$ cat config.mk
export PLATFORM = sky130hd
export DESIGN_NAME = rf_port_sequencer_flat
export DESIGN_NICKNAME = d
export VERILOG_FILES = /design/src/rtl/rf_port_sequencer_if.sv /design/src/rtl/rf_port_sequencer.sv /design/src/flat_wrapper.sv
export SDC_FILE = /design/constraint.sdc
export NUM_CORES = 1
export LEC_CHECK = 0
export ABC_AREA = 1
export CORE_MARGIN = 2
export CORE_UTILIZATION = 56
export DETAILED_ROUTE_END_ITERATION = 6
export PLACE_DENSITY = 0.92
export SLEW_MARGIN = 0
export SYNTH_ARGS = -nofsm -noshare
export SYNTH_HDL_FRONTEND = slang
export SYNTH_SLANG_ARGS = --single-unit
export TNS_END_PERCENT = 1
$ cat constraint.sdc
create_clock -name clk -period 3.35 [get_ports clk]
set_input_delay 0.335 -clock clk [delete_from_list [all_inputs] [get_ports clk]]
set_output_delay 0.335 -clock clk [all_outputs]
set_load 0.03 [all_outputs]
$ cat src/rtl/rf_port_sequencer_if.sv
// Request-side bundle for rf_port_sequencer.
// Carries the clocked read request/response channel and the write request channel.
//   master : requester (drives requests, receives ready/response)
//   slave  : rf_port_sequencer
interface rf_port_sequencer_if #(
    parameter int unsigned DATA_W = 16,
    parameter int unsigned ADDR_W = 5
) ();
    logic              rd_req_valid;
    logic              rd_req_ready;
    logic [ADDR_W-1:0] rd_addr1;
    logic [ADDR_W-1:0] rd_addr2;
    logic              rd_resp_valid;
    logic [DATA_W-1:0] rd_data1;
    logic [DATA_W-1:0] rd_data2;
    logic              wr_valid;
    logic              wr_ready;
    logic [ADDR_W-1:0] wr_addr;
    logic [DATA_W-1:0] wr_data;

    modport master (
        output rd_req_valid, rd_addr1, rd_addr2, wr_valid, wr_addr, wr_data,
        input  rd_req_ready, rd_resp_valid, rd_data1, rd_data2, wr_ready
    );

    modport slave (
        input  rd_req_valid, rd_addr1, rd_addr2, wr_valid, wr_addr, wr_data,
        output rd_req_ready, rd_resp_valid, rd_data1, rd_data2, wr_ready
    );
endinterface

$ cat src/rtl/rf_port_sequencer.sv
// Sequencer in front of a single-select register file (select 1 = read, 0 = write).
// The file's write path is level-sensitive, so every rf_* output comes straight from a flop
// and a write is framed as setup / one-cycle select-low pulse / hold.
// Writes are buffered in a small FIFO; reads that hit a queued write wait for it to drain.
// Ports:
//   clk, rst_n        : clock, asynchronous active-low reset
//   req (slave)       : read request/response and write request channels
//   rf_select         : 1 = read, 0 = write (low only for one cycle per write)
//   rf_read_addr1/2   : read addresses to the register file
//   rf_write_addr/data: write address/data to the register file
//   rf_read_data1/2   : read data from the register file
module rf_port_sequencer #(
    parameter int unsigned DATA_W   = 16,
    parameter int unsigned ADDR_W   = 5,
    parameter int unsigned WQ_DEPTH = 4
) (
    input  logic              clk,
    input  logic              rst_n,
    rf_port_sequencer_if.slave req,
    output logic              rf_select,
    output logic [ADDR_W-1:0] rf_read_addr1,
    output logic [ADDR_W-1:0] rf_read_addr2,
    output logic [ADDR_W-1:0] rf_write_addr,
    output logic [DATA_W-1:0] rf_write_data,
    input  logic [DATA_W-1:0] rf_read_data1,
    input  logic [DATA_W-1:0] rf_read_data2
);
    localparam int unsigned PTR_W = (WQ_DEPTH > 1) ? $clog2(WQ_DEPTH) : 1;
    localparam int unsigned CNT_W = PTR_W + 1;

    typedef enum logic [2:0] {
        StIdle, StRdAddr, StRdCap, StWrSetup, StWrPulse, StWrHold
    } state_e;

    state_e            state;
    logic [ADDR_W-1:0] wq_addr [WQ_DEPTH];
    logic [DATA_W-1:0] wq_data [WQ_DEPTH];
    logic [PTR_W-1:0]  wr_ptr, rd_ptr;
    logic [CNT_W-1:0]  count;
    logic              enq, deq, hazard, rd_accept, wr_ready_int;
    logic              rd_resp_valid_q;
    logic [DATA_W-1:0] rd_data1_q, rd_data2_q;

    assign wr_ready_int = (count != CNT_W'(WQ_DEPTH));
    assign enq          = req.wr_valid && wr_ready_int;
    // Head entry stays in the queue (and visible to the hazard check) until the write completes.
    assign deq          = (state == StWrHold);
    assign rd_accept    = req.rd_req_valid && req.rd_req_ready;

    assign req.wr_ready      = wr_ready_int;
    assign req.rd_req_ready  = (state == StIdle) && !hazard;
    assign req.rd_resp_valid = rd_resp_valid_q;
    assign req.rd_data1      = rd_data1_q;
    assign req.rd_data2      = rd_data2_q;

    // An entry is live when its distance from the read pointer is below the count.
    always_comb begin
        hazard = 1'b0;
        for (int i = 0; i < int'(WQ_DEPTH); i++) begin
            if ((CNT_W'(PTR_W'(PTR_W'(i) - rd_ptr)) < count) &&
                (wq_addr[i] == req.rd_addr1 || wq_addr[i] == req.rd_addr2)) begin
                hazard = 1'b1;
            end
        end
        if (enq && (req.wr_addr == req.rd_addr1 || req.wr_addr == req.rd_addr2)) begin
            hazard = 1'b1;
        end
    end

    always_ff @(posedge clk) begin
        if (enq) begin
            wq_addr[wr_ptr] <= req.wr_addr;
            wq_data[wr_ptr] <= req.wr_data;
        end
    end

    always_ff @(posedge clk or negedge rst_n) begin
        if (!rst_n) begin
            wr_ptr <= '0;
            rd_ptr <= '0;
            count  <= '0;
        end else begin
            if (enq) wr_ptr <= wr_ptr + PTR_W'(1);
            if (deq) rd_ptr <= rd_ptr + PTR_W'(1);
            if (enq && !deq)      count <= count + CNT_W'(1);
            else if (!enq && deq) count <= count - CNT_W'(1);
        end
    end

    always_ff @(posedge clk or negedge rst_n) begin
        if (!rst_n) begin
            state           <= StIdle;
            rf_select       <= 1'b1;
            rf_read_addr1   <= '0;
            rf_read_addr2   <= '0;
            rf_write_addr   <= '0;
            rf_write_data   <= '0;
            rd_resp_valid_q <= 1'b0;
            rd_data1_q      <= '0;
            rd_data2_q      <= '0;
        end else begin
            rd_resp_valid_q <= 1'b0;
            unique case (state)
                StIdle: begin
                    if (rd_accept) begin
                        rf_read_addr1 <= req.rd_addr1;
                        rf_read_addr2 <= req.rd_addr2;
                        state         <= StRdAddr;
                    end else if (count != '0) begin
                        rf_write_addr <= wq_addr[rd_ptr];
                        rf_write_data <= wq_data[rd_ptr];
                        state         <= StWrSetup;
                    end
                end
                // Addresses have been on the file for a full cycle; capture on the way out so
                // the response is visible two cycles after acceptance.
                StRdAddr: begin
                    rd_data1_q      <= rf_read_data1;
                    rd_data2_q      <= rf_read_data2;
                    rd_resp_valid_q <= 1'b1;
                    state           <= StRdCap;
                end
                StRdCap:   state <= StIdle;
                StWrSetup: begin
                    rf_select <= 1'b0;
                    state     <= StWrPulse;
                end
                StWrPulse: begin
                    rf_select <= 1'b1;
                    state     <= StWrHold;
                end
                StWrHold:  state <= StIdle;
                default:   state <= StIdle;
            endcase
        end
    end
endmodule

$ cat src/flat_wrapper.sv
// flat-port wrapper written by rule: the top's interface ports become plain ports
module rf_port_sequencer_flat 
#(
    parameter int unsigned DATA_W   = 16,
    parameter int unsigned ADDR_W   = 5,
    parameter int unsigned WQ_DEPTH = 4
)
  (clk, rst_n, rf_select, rf_read_addr1, rf_read_addr2, rf_write_addr, rf_write_data, rf_read_data1, rf_read_data2, req_rd_req_valid, req_rd_addr1, req_rd_addr2, req_wr_valid, req_wr_addr, req_wr_data, req_rd_req_ready, req_rd_resp_valid, req_rd_data1, req_rd_data2, req_wr_ready);
  rf_port_sequencer_if #(.DATA_W(DATA_W), .ADDR_W(ADDR_W)) req_i ();
  input  logic clk;
  input  logic rst_n;
  output logic rf_select;
  output logic [ADDR_W-1:0] rf_read_addr1;
  output logic [ADDR_W-1:0] rf_read_addr2;
  output logic [ADDR_W-1:0] rf_write_addr;
  output logic [DATA_W-1:0] rf_write_data;
  input  logic [DATA_W-1:0] rf_read_data1;
  input  logic [DATA_W-1:0] rf_read_data2;
  input wire logic [$bits(req_i.rd_req_valid)-1:0] req_rd_req_valid;
  input wire logic [$bits(req_i.rd_addr1)-1:0] req_rd_addr1;
  input wire logic [$bits(req_i.rd_addr2)-1:0] req_rd_addr2;
  input wire logic [$bits(req_i.wr_valid)-1:0] req_wr_valid;
  input wire logic [$bits(req_i.wr_addr)-1:0] req_wr_addr;
  input wire logic [$bits(req_i.wr_data)-1:0] req_wr_data;
  output wire logic [$bits(req_i.rd_req_ready)-1:0] req_rd_req_ready;
  output wire logic [$bits(req_i.rd_resp_valid)-1:0] req_rd_resp_valid;
  output wire logic [$bits(req_i.rd_data1)-1:0] req_rd_data1;
  output wire logic [$bits(req_i.rd_data2)-1:0] req_rd_data2;
  output wire logic [$bits(req_i.wr_ready)-1:0] req_wr_ready;
  assign req_i.rd_req_valid = req_rd_req_valid;
  assign req_i.rd_addr1 = req_rd_addr1;
  assign req_i.rd_addr2 = req_rd_addr2;
  assign req_i.wr_valid = req_wr_valid;
  assign req_i.wr_addr = req_wr_addr;
  assign req_i.wr_data = req_wr_data;
  assign req_rd_req_ready = req_i.rd_req_ready;
  assign req_rd_resp_valid = req_i.rd_resp_valid;
  assign req_rd_data1 = req_i.rd_data1;
  assign req_rd_data2 = req_i.rd_data2;
  assign req_wr_ready = req_i.wr_ready;
  rf_port_sequencer #(.DATA_W(DATA_W), .ADDR_W(ADDR_W), .WQ_DEPTH(WQ_DEPTH)) u_core (.clk(clk), .rst_n(rst_n), .req(req_i), .rf_select(rf_select), .rf_read_addr1(rf_read_addr1), .rf_read_addr2(rf_read_addr2), .rf_write_addr(rf_write_addr), .rf_write_data(rf_write_data), .rf_read_data1(rf_read_data1), .rf_read_data2(rf_read_data2));
endmodule
==> reports/qor.yml <==
setup_path:
  rr_startpoint: "u_core.rd_ptr[1]"
  crit_slowest_cell: "dfrtp_1"
  crit_start: "u_core.rd_ptr[1]"
  arrival_ns: 2.54
  worstSetupPathType: "register to output pin"
  crit_family: "simple AND/OR/NAND/NOR gates"
  slowest_delay_ns: 0.38
  crit_required_ns: 3.01
  crit_chain: "clkinv_1 -> nand2_1 -> nand2_1 -> ha_1 -> a21oi_1 -> or2_1 -> nand2_1 -> nand2_1 -> nor3_1 -> buf_4"
  end_kind: "output pin"
  crit_top_cell: "nand2_1"
  path_max_fanout: 10
  critPathLaunchType: "register"
  critPathBufInv: 2
power:
  swShare_pct: 40.6
  powerDensity_mw_per_mm2: 975
  p_switching_uw: 3640
  power_leakage_uw: 0.00405
  seqPwrFrac_pct: 34.6
  ir_worst_vdd_mv: 0.579
  clkPwrFrac_pct: 22.2
  p_int_uw: 5310
  combPwrFrac_pct: 43.2
timing:
  fmaxAchievable_mhz: 348
  setup_viol: 0
  grt_setup_unrepaired: "false"
  relSlewSlack_pct: 34.8
  fin_ws_ns: 0.476
  tightest_slew_ns: 0.978
  finalClockSkew_ns: 0.00575
  fin_setup_tns_ns: 0
  min_period_ns: 2.87
  drv_slew: 0
  post-route-period-util_pct: 85.8
  hold_viol_final: 0
synthesis:
  synth_seq_cells: 159
  yosys_warnings: 0
  syn_avg_cell_area_um2: 9.66
  syn_nets: 809
  synth_cells: 732
  yosysSeqAreaShare_pct: 62.2
  yosys.cell_types.count: 34
  syn_area_mm2: 0.00707
drt:
  drc_errors: 0
  vias: 5787
  drtIter0Drc: 495
  routed_via_density: 5.53
  avgRoutedWirePerCell_um: 17.3
  drtPass1Iterations: 5
  detail-route-antenna-nets: 0
  drt-total-wl_um: 18100
layout:
  area_growth_pct: 29.9
  drive_gt1_share_pct: 7.66
  finalNetCount: 939
  multi_input_comb_area_mm2: 0.00231
  fillers: 844
  regArea_mm2: 0.00440
  diodes: 0
cts:
  ctsHoldBuffers: 0
  post-cts-setup-buffers: 0
  clock_sinks: 159
  postCtsResizedCells: 0
  cts_root_buf: "clkbuf_16"
  ctsLongestPathBuffers: 2
  clk_pin_slew_ns: 0.06
  clk_latency_ns: 0.42
  cts_max_level: 4
  numCtsBuffers: 17
  cts_tree: "built"
global_route:
  grt_first_pass_wirelength_um: 27700
  grt_max_degree: 76
  grt_antenna_before_repair: 0
  grt-ovfl-total: 0
  grt_pass1_vias: 5618
  track_usage_pct: 27.3
run:
  maxCapViolCount: 0
worst_hold_path:
  hold_class: "input port to asynchronous set/reset pin"
floorplan:
  core.rowCount: 41
  initial_utilization_pct: 56.7
  die_y_um: 116
  die_w_um: 116
  io_pins: 134
  core_mm2: 0.0125
  die_area_mm2: 0.0135
place:
  gp_congestion: 1.01
  place_ws_ns: 0.500
  numPortBuffers: 133
  hpwl_um: 12100
status:
  status: "complete, no violations"
==> stage by stage <==
stage                     cells  hold WS [ns]  util (%)  instance area [um2]  total power [uW]
final                      1047        0.0779      73.6                 9180              8950
after global routing       1047         0.153      73.6                 9180              9440
after CTS                  1047         0.102      73.6                 9180              8960
after detailed placement   1015         0.455      68.7                 8560              6940
after global placement     1015         0.452      68.7                 8560              6810
after floorplan             732        0.0394         -                 7070              5440
==> final cells by class <==
cell class | count | area share, %
Sequential cell | 159 | 47.9
Clock buffer | 18 | 4.78
Timing Repair Buffer | 146 | 15.6
Tap cell | 172 | 2.34
Clock inverter | 14 | 1.95
Multi-Input combinational cell | 484 | 25.1
Inverter | 54 | 2.21
==> cells in the final DEF, fill, tap and decap left out, drive strengths merged <==
cell           netlist  layout
nand2              285     285
clkdlybuf4s50        0     131
edfxtp              84      84
dfrtp               74      74
inv                 53      58
nand3               54      54
nand4               38      38
nor2                33      33
clkbuf              20      18
o21ai               17      17
buf                 15      15
xor2                14      14
xnor2               11      11
ha                   9       9
a21oi                6       6
nor3                 5       5
clkinv               1       4
a22oi                3       3
clkinvlp             0       3
bufinv               0       3
o221ai               2       2
o2111ai              2       2
or2                  2       2
o211ai               1       1
a31oi                1       1
fa                   1       1
dfstp                1       1
==> power by group through the flow <==
stage	clock network, uW	registers (uW)	logic, uW
after detailed placement	0	3120	3830
after global routing	2080	3160	4190
final	1980	3100	3870
after global placement	0	3090	3720
after floorplan	0	3800	1640
after CTS	2010	3090	3860
==> synthesized netlist by cell type <==
cell,instances,area share (%)
nand3_4,1,0.25
or2_2,1,0.089
o21ai_0,6,0.42
nand2_1,284,15
a22oi_1,3,0.32
buf_6,2,0.32
dfstp_2,1,0.37
xor2_1,14,1.7
buf_1,1,0.053
nor2_2,2,0.18
inv_2,12,0.64
clkinv_1,1,0.053
inv_1,41,2.2
clkbuf_1,20,1.1
o21ai_1,11,0.78
nand3_1,52,3.7
or2_1,1,0.089
nand4_1,38,3.4
a31oi_1,1,0.089
nand2_2,1,0.089
o2111ai_1,2,0.25
edfxtp_1,84,36
o211ai_1,1,0.11
nor2_1,31,1.6
ha_1,9,1.6
a21oi_1,6,0.42
dfrtp_1,74,26
o221ai_1,2,0.25
xnor2_1,11,1.4
buf_4,1,0.11
nand3_2,1,0.14
nor3_1,5,0.35
fa_1,1,0.28
buf_2,11,0.78
==> per-layer routing <==
layer	wire, um	vias up	share of wire [%]	global-route usage, %
met5	0	-	0	0
met4	685	0	3.8	14.8
li1	-	2681	-	-
met2	8800	353	49	45.5
met3	1880	65	10	6.80
met1	6750	2688	37	32.9
==> state kept, by name, indices dropped and copies added, names as in the netlist, 2 cells and up <==
signal and cells:
u_core.count 3, u_core.rf_read_addr2 5, u_core.req.rd_data1 16, u_core.req.rd_data2 16
u_core.rf_read_addr1 5, u_core.rf_write_addr 5, u_core.wr_ptr 2, u_core.rd_ptr 2
u_core.wq_addr 20, u_core.rf_write_data 16, u_core.wq_data 64, u_core.state 3
==> cells by family after synthesis <==
logic type                 after synthesis  share of synthesized area, %
and+or+nand+nor                        417                          25.0
DFF                                    159                          62.2
xor gates and xnor gates                25                          3.10
adders and majority gates               10                          1.88
AOI/OAI and AO/OA                       32                          2.64
buffers and inverters                   89                          5.19
==> final timing paths <==
check,end,slack [ns],depth (start not counted)
min in group clk,u_core.req.rd_data2[13],0.44,3
min,u_core.rf_read_addr1[1],0.08,1
max,req_rd_req_ready,0.48,10
min reg2reg,u_core.rf_select,0.46,2
max reg2reg,u_core.rf_write_data[0],0.51,14
max in group asynchronous,u_core.req.rd_data2[9],2.65,1
No activity file was read; power rests on OpenSTA's default activity.
